--- config.mk ---
export PLATFORM = sky130hd
export DESIGN_NAME = daqrdcap
export DESIGN_NICKNAME = d
export VERILOG_FILES = /design/src/rtl/daqrdcap.sv
export SDC_FILE = /design/constraint.sdc
export NUM_CORES = 1
export LEC_CHECK = 0
export BUFFER_PORTS_ARGS = -buffer_cell sky130_fd_sc_hd__buf_2
export CAP_MARGIN = 40
export CORE_MARGIN = 3
export CORE_UTILIZATION = 46
export CTS_BUF_LIST = sky130_fd_sc_hd__clkbuf_8
export CTS_CLUSTER_SIZE = 12
export DETAILED_ROUTE_END_ITERATION = 10
export GPL_TIMING_DRIVEN = 1
export PLACE_DENSITY = 0.66
export SYNTH_ARGS = -nofsm -noshare
export SYNTH_HDL_FRONTEND = slang
export SYNTH_SLANG_ARGS = --single-unit
export TNS_END_PERCENT = 50
--- constraint.sdc ---
create_clock -name clk_i -period 4.76 [get_ports clk_i]
set_input_delay 0.714 -clock clk_i [delete_from_list [all_inputs] [get_ports clk_i]]
set_output_delay 0.714 -clock clk_i [all_outputs]
set_load 0.005 [all_outputs]
--- src/rtl/daqrdcap.sv ---
// daqrdcap: ADC parallel-read capture engine.
// On each end of conversion it enables the read-clock generator. It latches one
// ADC word per read-clock falling edge until NCH words are collected. Words are
// queued in a small show-ahead FIFO and leave on a valid/ready stream.
// Optional build macro DAQRDCAP_CHTAG_EN adds a 4-bit channel tag (chan_o)
// stored alongside each word.
module daqrdcap #(
    parameter int NCH     = 8,
    parameter int DW      = 16,
    parameter int FIFO_AW = 3
) (
    input  logic          clk_i,
    input  logic          reset_i,
    input  logic          en_i,
    input  logic          busy_i,
    input  logic          rdclk_i,
    output logic          rden_o,
    input  logic [DW-1:0] data_i,
    output logic [DW-1:0] dat_o,
    output logic          valid_o,
    input  logic          ready_i,
    output logic          ovf_o,
    output logic          miss_o,
    input  logic          clr_i,
`ifdef DAQRDCAP_CHTAG_EN
    output logic [3:0]    chan_o,
`endif
    output logic          frame_o
);

    localparam int DEPTH = 1 << FIFO_AW;

    typedef enum logic [1:0] {IDLE, CAP, DONE} state_t;

    state_t               state;
    logic                 busy_s1, busy_s2, busy_s3, eoc;
    logic                 rdclk_q, rdclk_d, fall;
    logic [3:0]           chcnt;
    logic                 wr_pend;
    logic [DW-1:0]        cap_word;
    logic [DW-1:0]        mem [DEPTH];
    logic [FIFO_AW:0]     wptr, rptr, rptr_n;
    logic                 full, rd, wr_ok, drop, miss_set;
`ifdef DAQRDCAP_CHTAG_EN
    logic [3:0]           cap_tag;
    logic [3:0]           tag_mem [DEPTH];
`endif

    // BUSY synchronizer, idle-high; eoc is a registered falling-edge pulse
    always_ff @(posedge clk_i or posedge reset_i) begin
        if (reset_i) begin
            busy_s1 <= 1'b1;
            busy_s2 <= 1'b1;
            busy_s3 <= 1'b1;
            eoc     <= 1'b0;
        end else begin
            busy_s1 <= busy_i;
            busy_s2 <= busy_s1;
            busy_s3 <= busy_s2;
            eoc     <= busy_s3 & ~busy_s2;
        end
    end

    // Read-clock level history for falling-edge detection
    always_ff @(posedge clk_i or posedge reset_i) begin
        if (reset_i) begin
            rdclk_q <= 1'b0;
            rdclk_d <= 1'b0;
        end else begin
            rdclk_q <= rdclk_i;
            rdclk_d <= rdclk_q;
        end
    end

    assign fall = rdclk_d & ~rdclk_q;

    // Frame FSM: enables the generator and counts captured channels
    always_ff @(posedge clk_i or posedge reset_i) begin
        if (reset_i) begin
            state   <= IDLE;
            rden_o  <= 1'b0;
            chcnt   <= 4'd0;
            wr_pend <= 1'b0;
            frame_o <= 1'b0;
        end else begin
            wr_pend <= 1'b0;
            frame_o <= 1'b0;
            case (state)
                IDLE: begin
                    if (eoc && en_i) begin
                        state  <= CAP;
                        rden_o <= 1'b1;
                        chcnt  <= 4'd0;
                    end
                end
                CAP: begin
                    if (fall) begin
                        wr_pend <= 1'b1;
                        if (chcnt == 4'(NCH - 1)) begin
                            state   <= DONE;
                            rden_o  <= 1'b0;
                            frame_o <= 1'b1;
                        end else begin
                            chcnt <= chcnt + 4'd1;
                        end
                    end
                end
                default: begin
                    state  <= IDLE;
                    rden_o <= 1'b0;
                end
            endcase
        end
    end

    // Word (and tag) latch on each in-frame read-clock fall
    always_ff @(posedge clk_i) begin
        if (state == CAP && fall) begin
            cap_word <= data_i;
`ifdef DAQRDCAP_CHTAG_EN
            cap_tag  <= chcnt;
`endif
        end
    end

    assign full     = (wptr[FIFO_AW-1:0] == rptr[FIFO_AW-1:0]) && (wptr[FIFO_AW] != rptr[FIFO_AW]);
    assign rd       = valid_o && ready_i;
    // A read in the same cycle frees the head slot, so a write at full still fits
    assign wr_ok    = wr_pend && (!full || rd);
    assign drop     = wr_pend && full && !rd;
    assign rptr_n   = rptr + {{FIFO_AW{1'b0}}, rd};
    assign miss_set = eoc && (state == CAP || state == DONE);

    // FIFO storage
    always_ff @(posedge clk_i) begin
        if (wr_ok) begin
            mem[wptr[FIFO_AW-1:0]]     <= cap_word;
`ifdef DAQRDCAP_CHTAG_EN
            tag_mem[wptr[FIFO_AW-1:0]] <= cap_tag;
`endif
        end
    end

    // FIFO pointers and registered show-ahead head; rptr addresses the word on dat_o
    always_ff @(posedge clk_i or posedge reset_i) begin
        if (reset_i) begin
            wptr    <= '0;
            rptr    <= '0;
            valid_o <= 1'b0;
            dat_o   <= '0;
`ifdef DAQRDCAP_CHTAG_EN
            chan_o  <= 4'd0;
`endif
        end else begin
            wptr    <= wptr + {{FIFO_AW{1'b0}}, wr_ok};
            rptr    <= rptr_n;
            valid_o <= (wptr != rptr_n);
            dat_o   <= mem[rptr_n[FIFO_AW-1:0]];
`ifdef DAQRDCAP_CHTAG_EN
            chan_o  <= tag_mem[rptr_n[FIFO_AW-1:0]];
`endif
        end
    end

    // Sticky error flags; a same-cycle set overrides clear
    always_ff @(posedge clk_i or posedge reset_i) begin
        if (reset_i) begin
            ovf_o  <= 1'b0;
            miss_o <= 1'b0;
        end else begin
            ovf_o  <= drop     ? 1'b1 : (clr_i ? 1'b0 : ovf_o);
            miss_o <= miss_set ? 1'b1 : (clr_i ? 1'b0 : miss_o);
        end
    end

endmodule

==> metrics <==
maximum vdd drop=0.3095 mV; final setup fails=0; M1 wire length=5252 um; initial antenna violation count=0; Setup crit start kind=flip-flop; fin cells=585; die height=129.2 um; setup_tns=0 ns; R2R cell count=5; final wirelength=11500 um; die area=16700 um2; GRT Total Usage=15.00%; final hold vios=0; met2 wire length=5632 um; cts repair resizes=0; cell area after synthesis=6983 um2; area grow syn2layout=13.06%; smallest setup slack after layout=2.385 ns; FF+latch count, synth=185; f_max=0.4211 GHz; vias in the first global route=3269; Finished Core Util=53.71%; Vias=3153; global route overflow=0; Syn Nets=355; post-CTS setup buffer count=0; dpl cells=553; clock latency on the worst-skew pair=0.45 ns; # clock sinks=185; share of cells above drive strength 1=31.42%; IO buf count=43; cells after synthesis=325; worst hold path class=in2async; CTS root buf=clkbuf_8; hold buffer count at CTS=0; pwr dens=547.6 nW/um2; Nets=418; max-cap violation count=0; status=completed; Sequential Power Share=49.3%; initial core utilization=47.51%; Setup Skew=0.01160 ns; CP Capture Type=flip-flop; post-synthesis area per instance=21.49 um2; core area=14700 um2; largest fanout on the critical path=34; initial DRC count=161; CP arrival=2.71 ns; Internal=0.003057 W; DRC viols=0; Clock Tree Buf Depth=2; first-pass GRT wire length=18040 um; fin crit share=49.89%; Worst-Margin Slew=0.6513 ns; IO Pins=44; gpl congestion=0.7978; ant diodes=0; HPWL Detailed=6767 um; std cell rows=44; drt first pass iters=4; Top Layer Used=met4; WP data required=5.10 ns; post-route ant nets=0; clock slew at reported path FFs=0.09 ns; Post-synth EDFFs=144; CTS tree=built; fin crit period=2.375 ns; WL/cell=19.65 um; unrepaired setup endpoints after global routing=false; Switch Pwr=0.001266 W; Place WS=1.948 ns; largest net degree at the start of global routing=35; leakage=2.805 nW; WS Path Type=reg2reg; Most used DFF post-synth=edfxtp_1; Die X-Extent=129.2 um; asr flop ratio synth=22.16%; clock power share=22.2%; Slew Limit Fails=0; H-tree levels=4; WL met3=484 um; CTS buffer count=17; sw frac=29.29%; vias per inst=5.390; synth unique cells=37; Max-slew headroom=56.53%; Seq/Total Area, Yosys=76.67%; Yosys warnings=0; Comb power frac=28.5%; FF-to-FF setup slack=2.39 ns
cell families after synthesis:
group,share of synthesized area [%]
buffers and inverters,1.559
AO/OA/AOI/OAI,1.093
flip-flops,76.67
XOR/XNOR,1.613
multiplexers,14.50
AND/OR/NAND/NOR,3.315
adder cells (fa/ha/maj),1.254
worst paths after layout:
check                      startpoint        end
setup / recovery              valid_o   dat_o[2]
hold / removal                reset_i   dat_o[8]
setup reg to reg              valid_o   dat_o[2]
hold reg to reg               busy_s1    busy_s2
max in group asynchronous     reset_i  dat_o[13]
min in group clk_i             busy_i    busy_s1
power by group through the flow:
stage / sequential, W / clock, W / combinational [W]
floorplan: 0.00210 / 0 / 0.000999
global placement: 0.00216 / 0 / 0.00121
detailed placement: 0.00217 / 0 / 0.00125
CTS: 0.00213 / 0.000991 / 0.00126
global route: 0.00216 / 0.00105 / 0.00135
finish: 0.00213 / 0.000962 / 0.00123
registers in the layout, indices dropped and copies added (netlist names), 2 cells and up:
signal / cells
mem: 128
cap_word: 16
dat_o: 16
chcnt: 4
rptr: 4
wptr: 4
state: 2
per-stage QoR:
| stage | instance area (um2) | hold slack [ns] | total power, W |
|---|---|---|---|
| 2_1_floorplan | 6983 | 0.3452 | 0.003098 |
| 3_3_place_gp | 7461 | 0.3459 | 0.003370 |
| 3_5_place_dp | 7533 | 0.3487 | 0.003422 |
| 4_1_cts | 7895 | 0.2558 | 0.004384 |
| 5_1_grt | 7895 | 0.2811 | 0.004557 |
| 6_report | 7895 | 0.2812 | 0.004324 |
placed cells by master (no fill, tap or decap), types with 2 or more instances in the layout:
cell type / n
a21oi_1: 2
a22o_1: 2
buf_2: 43
buf_4: 10
buf_8: 3
clkbuf_8: 17
clkinv_1: 2
clkinvlp_4: 3
dfrtp_1: 38
dfstp_2: 3
edfxtp_1: 144
ha_1: 7
inv_1: 7
inv_6: 2
inv_8: 3
mux2_2: 18
mux4_1: 21
mux4_2: 11
nand2_1: 7
nand3_1: 4
nand3b_1: 2
nand4_1: 3
nor2_1: 6
nor2b_1: 3
nor3_1: 3
nor3b_4: 2
nor4b_2: 2
o211ai_1: 2
o21ai_0: 2
xnor2_1: 8
xor2_1: 3
worst max-delay path: stages, from the launching register on:
cell     delay, ns
dfrtp_1       0.38
and2_1        0.18
ha_1          0.27
buf_4         0.50
mux4_1        0.63
mux2_2        0.28
final cells by class:
type	instances	area (um2)
Fill cell	1132	6804
Sequential cell	185	5354
Multi-Input combinational cell	122	1575
Timing Repair Buffer	57	355.3
Clock buffer	17	234.0
Tap cell	184	230.2
Clock inverter	15	127.6
Inverter	5	18.77
layer usage:
layer  up-vias  track usage, %
met2        63           23.69
met3        12           4.617
met4         0           5.003
li1       1435               -
met1      1643           20.14
met5         -               0
cells in the mapped netlist (2+ instances only):
| cell | count | share of area (%) |
|---|---|---|
| nor2_1 | 7 | 0.38 |
| nor3_1 | 4 | 0.29 |
| nor4b_1 | 2 | 0.25 |
| mux4_1 | 21 | 7.9 |
| clkbuf_1 | 5 | 0.27 |
| a21oi_1 | 2 | 0.14 |
| nor3b_1 | 3 | 0.32 |
| o21ai_0 | 2 | 0.14 |
| buf_6 | 5 | 0.81 |
| nand3_1 | 4 | 0.29 |
| edfxtp_1 | 144 | 62 |
| xor2_1 | 3 | 0.38 |
| xnor2_1 | 8 | 1.0 |
| nand4_1 | 3 | 0.27 |
| buf_2 | 3 | 0.21 |
| nor2b_1 | 3 | 0.27 |
| a22o_1 | 2 | 0.25 |
| dfrtp_1 | 38 | 14 |
| mux4_2 | 11 | 3.5 |
| o211ai_1 | 2 | 0.21 |
| mux2_2 | 18 | 2.9 |
| nand3b_1 | 2 | 0.21 |
| ha_1 | 7 | 1.3 |
| dfstp_2 | 3 | 1.1 |
| nand2_1 | 7 | 0.38 |
| inv_1 | 5 | 0.27 |
No activity file was read; power rests on OpenSTA's default activity.
